### src/rtl/floating_point_division_if.sv
// Operand/result bus for the single-precision divider.
// The master side supplies operands; the slave side is the divider.
interface floating_point_division_if;
    logic        in_valid;
    logic        in_ready;
    logic [31:0] input_a;
    logic [31:0] input_b;
    logic        out_valid;
    logic [31:0] quotient;
    logic        div_by_zero;

    modport master (
        output in_valid, input_a, input_b,
        input  in_ready, out_valid, quotient, div_by_zero
    );

    modport slave (
        input  in_valid, input_a, input_b,
        output in_ready, out_valid, quotient, div_by_zero
    );
endinterface

### src/rtl/floating_point_division.sv
// Sequential binary32 divider: radix-2 restoring mantissa loop (one quotient
// bit per cycle), round-to-nearest-even, denormals flushed to zero.
module floating_point_division (
    input  logic                        clk,
    input  logic                        rst_n,
    floating_point_division_if.slave    bus
);
    typedef enum logic [1:0] {IDLE, DIVIDE, ROUND, DONE} state_t;

    // Control state (reset)
    state_t              state_q, state_d;
    logic [4:0]          count_q, count_d;
    logic                out_valid_q, out_valid_d;
    logic [31:0]         result_q, result_d;
    logic                dbz_q, dbz_d;

    // Datapath state (no reset)
    logic [24:0]         rem_q, rem_d;
    logic [25:0]         quo_q, quo_d;
    logic [23:0]         mb_q, mb_d;
    logic signed [9:0]   ediff_q, ediff_d;
    logic                sign_q, sign_d;

    // Operand decode
    logic [7:0]  ea, eb;
    logic [22:0] fa, fb;
    logic        a_zero, b_zero, a_inf, b_inf, a_nan, b_nan;

    assign ea = bus.input_a[30:23];
    assign eb = bus.input_b[30:23];
    assign fa = bus.input_a[22:0];
    assign fb = bus.input_b[22:0];

    assign a_zero = (ea == 8'd0);
    assign b_zero = (eb == 8'd0);
    assign a_inf  = (ea == 8'hFF) && (fa == 23'd0);
    assign b_inf  = (eb == 8'hFF) && (fb == 23'd0);
    assign a_nan  = (ea == 8'hFF) && (fa != 23'd0);
    assign b_nan  = (eb == 8'hFF) && (fb != 23'd0);

    // One restoring step: subtract divisor if it fits, then shift for next bit
    logic [25:0] trial;
    logic        qbit;
    logic [24:0] kept;

    assign trial = {1'b0, rem_q} - {2'b00, mb_q};
    assign qbit  = ~trial[25];
    assign kept  = qbit ? trial[24:0] : rem_q;

    // Normalise the 26-bit quotient, round to nearest-even and pack, with
    // overflow to infinity and underflow flushed to signed zero.
    function automatic logic [31:0] round_pack(
        input logic              sign,
        input logic signed [9:0] ediff,
        input logic [25:0]       q,
        input logic              rem_nz
    );
        logic [23:0]       m;
        logic [24:0]       m_inc;
        logic              g;
        logic              s;
        logic signed [9:0] e;
        if (q[25]) begin
            m = q[25:2];
            g = q[1];
            s = q[0] | rem_nz;
            e = ediff + 10'sd127;
        end else begin
            m = q[24:1];
            g = q[0];
            s = rem_nz;
            e = ediff + 10'sd126;
        end
        if (g && (s || m[0])) begin
            m_inc = {1'b0, m} + 25'd1;
            if (m_inc[24]) begin
                m = 24'h800000;
                e = e + 10'sd1;
            end else begin
                m = m_inc[23:0];
            end
        end
        if (e >= 10'sd255)
            round_pack = {sign, 8'hFF, 23'd0};
        else if (e <= 10'sd0)
            round_pack = {sign, 31'd0};
        else
            round_pack = {sign, e[7:0], m[22:0]};
    endfunction

    // Next-state and datapath update for the IDLE/DIVIDE/ROUND/DONE sequence
    always_comb begin
        state_d     = state_q;
        count_d     = count_q;
        out_valid_d = 1'b0;
        result_d    = result_q;
        dbz_d       = dbz_q;
        rem_d       = rem_q;
        quo_d       = quo_q;
        mb_d        = mb_q;
        ediff_d     = ediff_q;
        sign_d      = sign_q;
        case (state_q)
            IDLE: begin
                if (bus.in_valid) begin
                    sign_d = bus.input_a[31] ^ bus.input_b[31];
                    if (a_nan || b_nan || (a_zero && b_zero) || (a_inf && b_inf)) begin
                        result_d    = 32'h7FC00000;
                        dbz_d       = 1'b0;
                        out_valid_d = 1'b1;
                        state_d     = DONE;
                    end else if (a_inf) begin
                        result_d    = {sign_d, 8'hFF, 23'd0};
                        dbz_d       = 1'b0;
                        out_valid_d = 1'b1;
                        state_d     = DONE;
                    end else if (b_zero) begin
                        // a is finite and nonzero here
                        result_d    = {sign_d, 8'hFF, 23'd0};
                        dbz_d       = 1'b1;
                        out_valid_d = 1'b1;
                        state_d     = DONE;
                    end else if (a_zero || b_inf) begin
                        result_d    = {sign_d, 31'd0};
                        dbz_d       = 1'b0;
                        out_valid_d = 1'b1;
                        state_d     = DONE;
                    end else begin
                        rem_d   = {2'b01, fa};
                        mb_d    = {1'b1, fb};
                        quo_d   = 26'd0;
                        ediff_d = $signed({2'b00, ea}) - $signed({2'b00, eb});
                        count_d = 5'd0;
                        state_d = DIVIDE;
                    end
                end
            end
            DIVIDE: begin
                quo_d   = {quo_q[24:0], qbit};
                rem_d   = kept << 1;
                count_d = count_q + 5'd1;
                if (count_q == 5'd25)
                    state_d = ROUND;
            end
            ROUND: begin
                result_d    = round_pack(sign_q, ediff_q, quo_q, rem_q != 25'd0);
                dbz_d       = 1'b0;
                out_valid_d = 1'b1;
                state_d     = DONE;
            end
            DONE: begin
                state_d = IDLE;
            end
            default: begin
                state_d = IDLE;
            end
        endcase
    end

    // Control registers with synchronous active-low reset
    always_ff @(posedge clk) begin
        if (!rst_n) begin
            state_q     <= IDLE;
            count_q     <= 5'd0;
            out_valid_q <= 1'b0;
            result_q    <= 32'd0;
            dbz_q       <= 1'b0;
        end else begin
            state_q     <= state_d;
            count_q     <= count_d;
            out_valid_q <= out_valid_d;
            result_q    <= result_d;
            dbz_q       <= dbz_d;
        end
    end

    // Datapath registers; only meaningful while a division is in flight
    always_ff @(posedge clk) begin
        rem_q   <= rem_d;
        quo_q   <= quo_d;
        mb_q    <= mb_d;
        ediff_q <= ediff_d;
        sign_q  <= sign_d;
    end

    assign bus.in_ready    = (state_q == IDLE);
    assign bus.out_valid   = out_valid_q;
    assign bus.quotient    = result_q;
    assign bus.div_by_zero = dbz_q;
endmodule

### src/flat_wrapper.sv
// flat-port wrapper written by rule: the top's interface ports become plain ports
module floating_point_division_flat 
  (clk, rst_n, bus_in_valid, bus_input_a, bus_input_b, bus_in_ready, bus_out_valid, bus_quotient, bus_div_by_zero);
  floating_point_division_if bus_i ();
  input  logic clk;
  input  logic rst_n;
  input wire logic [$bits(bus_i.in_valid)-1:0] bus_in_valid;
  input wire logic [$bits(bus_i.input_a)-1:0] bus_input_a;
  input wire logic [$bits(bus_i.input_b)-1:0] bus_input_b;
  output wire logic [$bits(bus_i.in_ready)-1:0] bus_in_ready;
  output wire logic [$bits(bus_i.out_valid)-1:0] bus_out_valid;
  output wire logic [$bits(bus_i.quotient)-1:0] bus_quotient;
  output wire logic [$bits(bus_i.div_by_zero)-1:0] bus_div_by_zero;
  assign bus_i.in_valid = bus_in_valid;
  assign bus_i.input_a = bus_input_a;
  assign bus_i.input_b = bus_input_b;
  assign bus_in_ready = bus_i.in_ready;
  assign bus_out_valid = bus_i.out_valid;
  assign bus_quotient = bus_i.quotient;
  assign bus_div_by_zero = bus_i.div_by_zero;
  floating_point_division u_core (.clk(clk), .rst_n(rst_n), .bus(bus_i));
endmodule
### config.mk
export PLATFORM = sky130hd
export DESIGN_NAME = floating_point_division_flat
export DESIGN_NICKNAME = d
export VERILOG_FILES = /design/src/rtl/floating_point_division_if.sv /design/src/rtl/floating_point_division.sv /design/src/flat_wrapper.sv
export SDC_FILE = /design/constraint.sdc
export NUM_CORES = 1
export LEC_CHECK = 0
export ABC_AREA = 1
export CAP_MARGIN = 20
export CORE_MARGIN = 1.5
export CORE_UTILIZATION = 43
export CTS_CLUSTER_DIAMETER = 100
export DETAILED_ROUTE_END_ITERATION = 10
export PLACE_DENSITY = 0.63
export SETUP_SLACK_MARGIN = 0.15
export SYNTH_ARGS = -nofsm -noshare
export SYNTH_HDL_FRONTEND = slang
export SYNTH_SLANG_ARGS = --single-unit
### constraint.sdc
create_clock -name clk -period 4.04 [get_ports clk]
set_clock_uncertainty 0.2 [all_clocks]
set_input_delay 0.808 -clock clk [delete_from_list [all_inputs] [get_ports clk]]
set_output_delay 0.808 -clock clk [all_outputs]
set_load 0.03 [all_outputs]
### Word-level counts from Yosys, hierarchy flattened

Index checks and enable logic that the tools add are counted.

* output and inout port bits: 35
* word-level logic and storage cells: 125
* memory bits (read-only): 0
* register bits: 126
* latch bits: 0
* memory bits (writable): 0
* memories: 0
* input port bits: 67

* shift-type cells: 0
* bitwise logic cells: 7
* add/sub/neg operators: 7
* order comparisons: 2
* multiply operators: 0
* reduce and logical (&&, ||, !) cells: 27
* divide/modulo/power cells: 0
* muxes and demuxes: 59
* equality and inequality tests: 13

Operators with widths (number)
* 2-to-1 mux 32 bit: 5
* 2-to-1 mux 26 bit: 5
* 2-to-1 mux 25 bit: 5
* 2-to-1 mux 24 bit: 3
* one-hot mux 32 bit (2 select lines): 1
* 2-to-1 mux 31 bit: 2
* one-hot mux 26 bit (2 select lines): 1
* 2-to-1 mux 10 bit: 5
* one-hot mux 25 bit (2 select lines): 1
* logical NOT 23 bit: 2
* 2-to-1 mux 23 bit: 2
* nonzero test 23 bit: 2
* subtractor 25 x 24 -> 26 bit: 1
* adder 24 x 1 -> 25 bit, second input constant: 1
* 2-to-1 mux 5 bit: 5
* nonzero test 25 bit: 1
* adder 10 x 8 -> 10 bit, second input constant: 2
* equality test 8 bit, second input constant: 2
* logical NOT 8 bit: 2
* 2-to-1 mux 1 bit: 14
* 2-to-1 mux 2 bit: 6
* AND reduction 6 bit: 2
* adder 10 x 2 -> 10 bit, second input constant: 1
* >= comparator 10 x 9 -> 1 bit, second input constant: 1
* 21 further kinds: 43

### Depth between registers and ports, before layout

Gate-level depths: netlist (run 1).

* depth in word-level cells: 12
* mapped depth: 22
* mapped depth without buffers: 21

### Worst setup path before layout (run 1)

Ideal clock, no wire load.

* path type: in2reg
* start point: in bus_input_a[21]
* end point: reg u_core.count_q[4]
* setup slack: -386 ps
* path buffers: 0
* data required time: 3714 ps
* stages: 11
* arrival: 4101 ps
* library setup time: 126 ps
* cell sequence: or2_2 -> nor3_1 -> nand3_1 -> nand2_1 -> nand2_1 -> o21ai_0 -> nand4_1 -> o21ai_1 -> nand4_1 -> xor2_1 -> nor2_1

* word-level cells in the longest chain between the ends: 7
* elaborated cells between the ends (all ways): 11
* classes of those cells: 2 x eq/ne; 9 x reduce/logical

RTL lines
* from (decl): line flat_wrapper.sv:8 `input wire logic [$bits(bus_i.input_a)-1:0] bus_input_a;`
* nonzero test 23 bit: line floating_point_division.sv:38 `assign a_nan = (ea == 8'hFF) && (fa != 23'd0);`
* logical AND 1 bit: line floating_point_division.sv:38
* logical OR 1 bit (3 in series): line floating_point_division.sv:107 `if (a_nan || b_nan || (a_zero && b_zero) || (a_inf && b_inf)) begin`
* inequality test 2 bit (no line)
* AND reduction 6 bit (no line) *
* to (signal assigned): line floating_point_division.sv:170 `count_q <= count_d;`
* to (decl): line floating_point_division.sv:12 `logic [4:0] count_q, count_d;`

Every way passes the cells marked *; elsewhere a longest branch is shown, timed or not.
A chain may end at the register's enable or synchronous reset.

### Worst setup path after layout (run 1)

* start point: in bus_input_b[17]
* end point: reg u_core.rem_q[17] (enable)

* word-level cells in the longest chain between the ends: 7
* elaborated cells between the ends (all ways): 12
* classes of those cells: 2 x eq/ne; 10 x reduce/logical

RTL lines
* from (decl): line flat_wrapper.sv:9 `input wire logic [$bits(bus_i.input_b)-1:0] bus_input_b;`
* nonzero test 23 bit: line floating_point_division.sv:39 `assign b_nan = (eb == 8'hFF) && (fb != 23'd0);`
* logical AND 1 bit: line floating_point_division.sv:39
* logical OR 1 bit (3 in series): line floating_point_division.sv:107
* inequality test 2 bit (no line)
* AND reduction 6 bit (no line) *
* to (signal assigned): line floating_point_division.sv:179 `rem_q <= rem_d;`
* to (decl): line floating_point_division.sv:18 `logic [24:0] rem_q, rem_d;`

Marked as above.

==> metrics, run 1 <==
outcome finished clean; drt drc 0; post-layout util 53.4%; portion of total power attributed to the clock network 19.1%; share of total power in sequential cells 29.2%; Max-Slew Margin vs Limit 52.3%; clk_lat worst skew 430 ps; CTS root buf clkbuf_16; Layout area overhead 20.6%; FMAX 284 MHz; remaining antenna violation count 0; # clock sinks 125; die height 148 um; Async S/R FF share, synth 0%; Synth Cell Area 0.00904 mm^2; DIE AREA 0.0219 mm^2; Max VDD drop 0.336 mV; final non-filler cell total 1595; Worst Path Required 3970 ps; starting DRC count in detailed routing 448; total negative slack 0 ps; syn_nets 1319; Setup WS pre-CTS 92.7 ps; total number of vias 8022; drt pass-1 iters 5; # diodes 0; Vias per Instance 5.03; CP cell instances clkdlybuf4s50_1 > nor4_1 > nand4_1 > o21ai_0 > nand4_1 > o21ai_4 > buf_12; gp weighted congestion 0.884; Sw Pwr 0.00345 W; drt wl/cell 13.9 um; placed insts 1563; gr usage total 21.2%; worst hold path class reg -> reg; largest net degree at the start of global routing 56; Clock Tree Buf Depth 2; Final Hold Viols 0; P_leak 4.72 nW; fin crit period 3520 ps; Final Setup Violations 0; crit share post-route 87.2%; most frequent CP cell nand4_1; Worst path slowest cell nor4_1; DP Wirelength 17100 um; fin. max-slew vios 0; pwr dens 695 mW/mm^2; Post-synth EDFFs 84; kind of critical path in -> reg; Distinct cells, synth 51; gr ovfl total 0; Seq/Total Area, Yosys 37.0%; Initial Util 44.3%; Hold WS 292 ps; port buffer count 101; crit start category input pin; critical path arrival 3450 ps; syn avg cell area 7.48 um^2; Internal 0.00413 W; Syn Inst Count 1209; RSZ-0062 raised after global routing no; CTS H-tree lvls 4; num rows 52; Max Cap Viol 0; Die Wd 148 um; final WL 22200 um; clock-pin transition on the worst setup and hold timing paths 60 ps; Top-Level Pins 102; core area 0.0204 mm^2; vias in the first global route 7719; proportion of layout cells with a drive suffix above 1 10.5%; Crit. End Element register; CP max stage delay 650 ps; worst slew pin tran 709 ps; switching share of power 45.5%; commonest non-fill, non-tap cell in the layout nand2_1; FF+latch count, synth 125; CP max FO 23; setup bufs post-CTS 0; CTS Buf Count 17; commonest non-fill, non-tap cells in the layout nand2_1, inv_1, nor2_1; Syn. warnings 0; Final WS setup 515 ps; global-route wire length before repair 37100 um; fin nets 1422; Comb power frac 51.8%; initial antenna violation count 0; Top FF cell, synth edfxtp_1; CTS tree done
==> power by group through the flow <==
stage	clock network (W)	registers [W]	logic [W]
6_report	0.00144	0.00221	0.00392
2_1_floorplan	0	0.00220	0.00296
4_1_cts	0.00147	0.00221	0.00391
3_5_place_dp	0	0.00223	0.00388
5_1_grt	0.00151	0.00227	0.00443
3_3_place_gp	0	0.00223	0.00384
==> logic make-up (layout without fill, tap and decap cells) <==
group	Yosys count	in the layout	share of synthesized area (%)
flip-flops	125	125	37.0
buffers and inverters	222	338	10.4
XOR/XNOR	35	35	3.81
multiplexers	1	1	0.111
AO/OA/AOI/OAI	185	185	11.4
adder cells (fa/ha/maj)	43	43	6.12
AND/OR/NAND/NOR	598	598	31.2
==> critical path: cells and delay by family <==
kind                   cells  cell delay [ps]
buffers and inverters      2              680
AND/OR/NAND/NOR            3             1140
AO/OA/AOI/OAI              2              810
==> flip-flops by register name (all words and copies together), names as in the netlist <==
| name | flops |
|---|---|
| u_core.mb_q | 23 |
| u_core.bus.quotient | 32 |
| u_core.quo_q | 26 |
| u_core.sign_q | 1 |
| u_core.rem_q | 25 |
| u_core.ediff_q | 9 |
| u_core.count_q | 5 |
| u_core.bus.out_valid | 1 |
| u_core.bus.div_by_zero | 1 |
| u_core.state_q | 2 |
==> synth_stat cells (all sizes together), types with 4 or more instances <==
library cell | number | area [um^2]
buf | 14 | 158
nand3b | 4 | 30.0
a21oi | 71 | 355
inv | 186 | 701
nor2 | 175 | 744
nor3 | 33 | 255
o21bai | 7 | 52.6
dfxtp | 41 | 821
o21ai | 81 | 428
nand3 | 58 | 328
clkbuf | 21 | 78.8
o211ai | 10 | 75.1
edfxtp | 84 | 2520
xnor2 | 12 | 105
nand4 | 33 | 206
a21boi | 4 | 30.0
ha | 41 | 513
a21o | 4 | 30.0
or2 | 5 | 31.3
xor2 | 23 | 239
nand2 | 281 | 1150
nor4 | 6 | 37.5
==> per-stage QoR <==
step	total power, W	area [um^2]
after detailed placement	0.00611	10300
after CTS	0.00759	10900
after global placement	0.00607	10300
final	0.00758	10900
after global routing	0.00821	10900
after floorplan	0.00515	9040
==> worst paths after layout <==
path,end,cells past startpoint,slack (ps),start
max,u_core.rem_q[17],7,520,bus_input_b[17]
min,u_core.state_q[1],2,290,u_core.state_q[1]
max reg2reg,u_core.bus.quotient[23],18,590,u_core.quo_q[25]
min reg2reg,u_core.state_q[1],2,290,u_core.state_q[1]
==> area by class of cell <==
class                           count  area (um^2)
Tap cell                          270          338
Fill cell                        2013         9520
Clock inverter                     10         58.8
Clock buffer                       22          490
Multi-Input combinational cell    862         4780
Inverter                          187          704
Sequential cell                   125         3340
Timing Repair Buffer              119         1200
==> timing repair <==
item	4_1_cts	5_1_grt
resized for setup	0	1
endpoints found under the setup margin	0	1
hold buffers	0	0
==> layer usage <==
| metal | routed length (um) | global-route usage [%] |
|---|---|---|
| met1 | 10600 | 28.1 |
| met2 | 10400 | 35.5 |
| met3 | 795 | 3.52 |
| met4 | 442 | 6.44 |
| met5 | 0 | 0 |
Note: power is estimated with default switching activity, not from simulation.
==> run 2, diff against run 1 <==
--- a/config.mk
+++ b/config.mk
@@ -6,12 +6,13 @@
 export NUM_CORES = 1
 export LEC_CHECK = 0
 export ABC_AREA = 1
+export ABC_CLOCK_PERIOD_IN_PS = 4040
 export CAP_MARGIN = 20
 export CORE_MARGIN = 1.5
 export CORE_UTILIZATION = 43
 export CTS_CLUSTER_DIAMETER = 100
 export DETAILED_ROUTE_END_ITERATION = 10
-export PLACE_DENSITY = 0.63
+export PLACE_DENSITY = 0.75
 export SETUP_SLACK_MARGIN = 0.15
 export SYNTH_ARGS = -nofsm -noshare
 export SYNTH_HDL_FRONTEND = slang
==> metrics, run 2 (synthesized netlist as in run 1, its figures left out) <==
outcome finished clean (unchanged); worst hold path class reg -> reg (unchanged); # clock sinks 125 (unchanged); P_leak 4.70 nW (was 4.72 nW); Die Wd 148 um (unchanged); pwr dens 696 mW/mm^2 (was 695 mW/mm^2); DP Wirelength 16500 um (was 17100 um); Multi-input gate area 0.00478 mm^2 (unchanged); kind of critical path in -> reg (unchanged); total number of vias 8061 (was 8022); max reg flops 32 (unchanged); CP max FO 16 (was 23); # diodes 0 (unchanged); Max-Slew Margin vs Limit 58.4% (was 52.3%); Final Power 0.00757 W (was 0.00758 W); Initial Util 44.3% (unchanged); Clock Tree Buf Depth 2 (unchanged); CTS tree done (unchanged); Layout area overhead 20.4% (was 20.6%); worst slew pin tran 618 ps (was 709 ps); FMAX 281 MHz (was 284 MHz); Critical R2R Capture u_core.bus.quotient[25] (was u_core.bus.quotient[23]); gr usage total 20.5% (was 21.2%); vias in the first global route 7689 (was 7719); die height 148 um (unchanged); Top-Level Pins 102 (unchanged); drt drc 0 (unchanged); clk_lat worst skew 420 ps (was 430 ps); critical path arrival 3470 ps (was 3450 ps); fin nets 1418 (was 1422); fin. max-slew vios 0 (unchanged); Max VDD drop 0.377 mV (was 0.336 mV); CTS H-tree lvls 4 (unchanged); hold path start u_core.bus.quotient[10] (was u_core.state_q[1]); Worst Path Required 3960 ps (was 3970 ps); RSZ-0062 raised after global routing no (unchanged); port buffer count 101 (unchanged); Hold Path Depth 2 (unchanged); drt wl/cell 13.5 um (was 13.9 um); num rows 52 (unchanged); proportion of layout cells with a drive suffix above 1 10.4% (was 10.5%); dpl cell area 0.0103 mm^2 (about the same); commonest non-fill, non-tap cell in the layout nand2_1 (unchanged); fin crit period 3560 ps (was 3520 ps); global-route wire length before repair 36200 um (was 37100 um); fill count 1980 (was 2013); placed insts 1559 (was 1563); largest net degree at the start of global routing 56 (unchanged); Design Area, Final 0.0109 mm^2 (about the same); remaining antenna violation count 0 (unchanged); depth of the most critical reg-to-reg path 18 (unchanged); gr ovfl total 0 (unchanged); gp weighted congestion 0.898 (was 0.884); starting DRC count in detailed routing 552 (was 448); Reg area 0.00334 mm^2 (unchanged); initial antenna violation count 0 (unchanged); crit start category input pin (unchanged); Hold EP u_core.bus.quotient[10] (was u_core.state_q[1]); Vias per Instance 5.07 (was 5.03); drt pass-1 iters 5 (unchanged); Crit. End Element register (unchanged); worst reg2reg setup slack 520 ps (was 590 ps); crit share post-route 88.0% (was 87.2%); Final Hold Viols 0 (unchanged); Final Setup Violations 0 (unchanged); R2R Path Start u_core.quo_q[25] (unchanged); CTS Buf Count 17 (unchanged); final non-filler cell total 1591 (was 1595); final WL 21500 um (was 22200 um); CTS root buf clkbuf_16 (unchanged); core area 0.0204 mm^2 (unchanged); post-layout util 53.3% (was 53.4%); setup bufs post-CTS 0 (unchanged); Max Cap Viol 0 (unchanged); commonest non-fill, non-tap cells in the layout nand2_1, inv_1, nor2_1 (unchanged); DIE AREA 0.0219 mm^2 (unchanged); clock-pin transition on the worst setup and hold timing paths 60 ps (about the same)
## run 2: changes by cell type in the layout (fill, tap and decap cells not counted)
cell / delta
clkinv_4: +1
inv_4: -2
clkbuf_8: +1
buf_4: -3
clkbuf_4: +2
clkbuf_1: -2
buf_12: -1
## run 2: what timing repair did
item	4_1_cts	5_1_grt
gates resized for setup	0	1
endpoints found under the setup margin	0	5
hold buffers	0	0
## run 2: worst max-delay path by stage
| stage | from | to | slack (ps) | cells past startpoint |
|---|---|---|---|---|
| 2_1_floorplan | bus_input_a[21] | u_core.count_q[4] | 670 | 11 |
| 3_3_place_gp | bus_input_b[16] | u_core.rem_q[12] | 70 | 7 |
| 3_5_place_dp | bus_input_b[17] | u_core.rem_q[12] | -2 | 7 |
| 4_1_cts | u_core.quo_q[25] | u_core.bus.quotient[25] | 420 | 18 |
| 5_1_grt | u_core.quo_q[25] | u_core.bus.quotient[25] | 200 | 18 |
| 6_report | bus_input_b[17] | u_core.rem_q[13] | 480 | 7 |
## run 2: power breakdown
| group | switching (W) | internal, W | total [W] |
|---|---|---|---|
| combinational | 0.00256 | 0.00132 | 0.00388 |
| sequential | 0.000305 | 0.00193 | 0.00223 |
| clock | 0.000572 | 0.000890 | 0.00146 |
| total | 0.00344 | 0.00414 | 0.00757 |
## run 2: critical path, cell delays in order
cell,delay [ps]
clkdlybuf4s50_1,440
nor4_1,590
nand4_1,200
o21ai_0,500
nand4_1,310
o21ai_4,290
buf_4,320
## run 2: through the flow
step                hold WS [ps]  setup TNS [ps]  setup slack (ps)
floorplan                    260               0               669
global placement             271               0              73.1
detailed placement           287           -20.4             -2.23
CTS                          290               0               421
global route                 301               0               203
finish                       284               0               484
## run 2: final cells by class
| type | instances | share of cell area, % |
|---|---|---|
| Clock buffer | 23 | 4.70 |
| Clock inverter | 9 | 0.506 |
| Inverter | 187 | 6.47 |
| Multi-Input combinational cell | 862 | 43.9 |
| Sequential cell | 125 | 30.7 |
| Tap cell | 270 | 3.10 |
| Timing Repair Buffer | 115 | 10.6 |
## run 2: per-layer routing
layer	global-route usage [%]	share of wire [%]
met1	26.1	45
met2	35.4	49
met3	3.52	3.9
met4	6.29	1.9
met5	0	0
==> run 3, diff against run 2 <==
--- a/config.mk
+++ b/config.mk
@@ -13,6 +13,7 @@
 export CTS_CLUSTER_DIAMETER = 100
 export DETAILED_ROUTE_END_ITERATION = 10
 export PLACE_DENSITY = 0.75
+export REMOVE_ABC_BUFFERS = 1
 export SETUP_SLACK_MARGIN = 0.15
 export SYNTH_ARGS = -nofsm -noshare
 export SYNTH_HDL_FRONTEND = slang
==> metrics, run 3 (synthesized netlist as in run 1, its figures left out) <==
max reg flops 32 (unchanged); DP Wirelength 16300 um (was 16500 um); portion of total power attributed to the clock network 20.0% (was 19.3%); Setup WS pre-CTS 188 ps (was -2.23 ps); pwr dens 698 mW/mm^2 (was 696 mW/mm^2); clk_lat worst skew 420 ps (about the same); Top-Level Pins 102 (unchanged); cts hold-fix bufs 0 (unchanged); drt wl/cell 13.4 um (was 13.5 um); Final WS setup 501 ps (was 484 ps); Final Power 0.00759 W (was 0.00757 W); CTS tree done (unchanged); vias in the first global route 7547 (was 7689); DIE AREA 0.0219 mm^2 (unchanged); gr usage total 20.2% (was 20.5%); die height 148 um (unchanged); clock-pin transition on the worst setup and hold timing paths 60 ps (about the same); Max Cap Viol 0 (unchanged); dpl cell area 0.0103 mm^2 (about the same); proportion of layout cells with a drive suffix above 1 10.2% (was 10.4%); Sw Pwr 0.00344 W (about the same); Crit. End Element register (unchanged); worst hold path class reg -> reg (unchanged); commonest non-fill, non-tap cell in the layout nand2_1 (unchanged); Multi-input gate area 0.00477 mm^2 (was 0.00478 mm^2); total number of vias 7995 (was 8061); Max VDD drop 0.375 mV (was 0.377 mV); global-route wire length before repair 35500 um (was 36200 um); port buffer count 101 (unchanged); switching share of power 45.2% (was 45.4%); Final Setup Violations 0 (unchanged); Internal 0.00416 W (was 0.00414 W); num rows 52 (unchanged); crit start category register (was input pin); commonest non-fill, non-tap cells in the layout nand2_1, inv_1, nor2_1 (unchanged); # clock sinks 125 (unchanged); fin nets 1417 (was 1418); final WL 21300 um (was 21500 um); core area 0.0204 mm^2 (unchanged); Die Wd 148 um (unchanged); crit share post-route 87.6% (was 88.0%); fin. max-slew vios 0 (unchanged); CTS Buf Count 17 (unchanged); fin crit period 3540 ps (was 3560 ps); RSZ-0062 raised after global routing no (unchanged); largest net degree at the start of global routing 56 (unchanged); CTS H-tree lvls 4 (unchanged); CP max FO 24 (was 16); # diodes 0 (unchanged); Max-Slew Margin vs Limit 63.9% (was 58.4%); setup bufs post-CTS 0 (unchanged); FMAX 283 MHz (was 281 MHz); CTS root buf clkbuf_16 (unchanged); critical path arrival 3690 ps (was 3470 ps); Layout area overhead 20.3% (was 20.4%); Clock Tree Buf Depth 2 (unchanged); post-cts sizing count 0 (unchanged); Comb power frac 50.6% (was 51.2%); Reg area 0.00334 mm^2 (unchanged); fill count 1966 (was 1980); share of total power in sequential cells 29.4% (was 29.5%); worst slew pin tran 528 ps (was 618 ps); P_leak 4.68 nW (was 4.70 nW); Design Area, Final 0.0109 mm^2 (about the same); initial antenna violation count 0 (unchanged); gp weighted congestion 0.895 (was 0.898); gr ovfl total 0 (unchanged); post-layout util 53.2% (was 53.3%); starting DRC count in detailed routing 515 (was 552); outcome finished clean (unchanged); drt pass-1 iters 5 (unchanged); Final Hold Viols 0 (unchanged); drt drc 0 (unchanged); Worst Path Required 4190 ps (was 3960 ps); Initial Util 44.3% (unchanged); Vias per Instance 5.03 (was 5.07); remaining antenna violation count 0 (unchanged); kind of critical path reg -> reg (was in -> reg)
## run 3: changes by cell type in the layout (fill, tap and decap cells not counted), sizes merged
cell / delta
clkinv: +1
clkinvlp: +3
bufinv: +2
inv: -2
clkbuf: -4
buf: -1
## run 3: layout make-up
class                      instances  area share (%)
clock buffer                      19            4.07
timing repair buffer             114            10.4
inverter                         187            6.48
tap                              270            3.11
clock inverter                    13            1.32
multi-input combinational        862            43.8
sequential                       125            30.7
## run 3: metal layers
| metal | up-vias | wire [um] | share of wire, % | track usage, % |
|---|---|---|---|---|
| li1 | 4149 | - | - | - |
| met1 | 3653 | 9870 | 46 | 25.8 |
| met2 | 163 | 10200 | 48 | 33.5 |
| met3 | 30 | 752 | 3.5 | 4.29 |
| met4 | 0 | 471 | 2.2 | 7.72 |
| met5 | - | 0 | 0 | 0 |
## run 3: path summary, 6_finish.rpt
check	cells after the start	slack (ps)	startpoint	to
hold reg to reg	2	300	u_core.bus.quotient[10]	u_core.bus.quotient[10]
setup reg to reg	17	500	u_core.quo_q[25]	u_core.bus.quotient[25]
setup / recovery	17	500	u_core.quo_q[25]	u_core.bus.quotient[25]
hold / removal	2	300	u_core.bus.quotient[10]	u_core.bus.quotient[10]
## run 3: power groups by stage
stage          Clock (W)  Sequential (W)  Combinational [W]
5_1_grt          0.00160         0.00228            0.00435
3_5_place_dp           0         0.00225            0.00380
6_report         0.00152         0.00223            0.00384
3_3_place_gp           0         0.00224            0.00373
4_1_cts          0.00155         0.00223            0.00383
2_1_floorplan          0         0.00224            0.00276
## run 3: metrics by stage
step / setup TNS, ps / instances / hold slack [ps]
5_1_grt: 0 / 1590 / 324
3_5_place_dp: 0 / 1558 / 292
6_report: 0 / 1590 / 301
3_3_place_gp: 0 / 1558 / 274
4_1_cts: 0 / 1590 / 301
2_1_floorplan: -47430 / 1174 / 260
## run 3: worst max-delay path: stages (launching register included)
cell	delay [ps]
edfxtp_1	430
buf_4	220
o21ai_2	190
ha_1	230
nand3_2	110
nor2_4	140
nand2_2	80
nor2_4	300
nand3_2	210
o21bai_1	220
nand2_2	90
nor2_1	120
nand3_2	130
nand2_4	320
nand2_2	160
nand2_1	100
nand2_1	50
a21oi_1	140
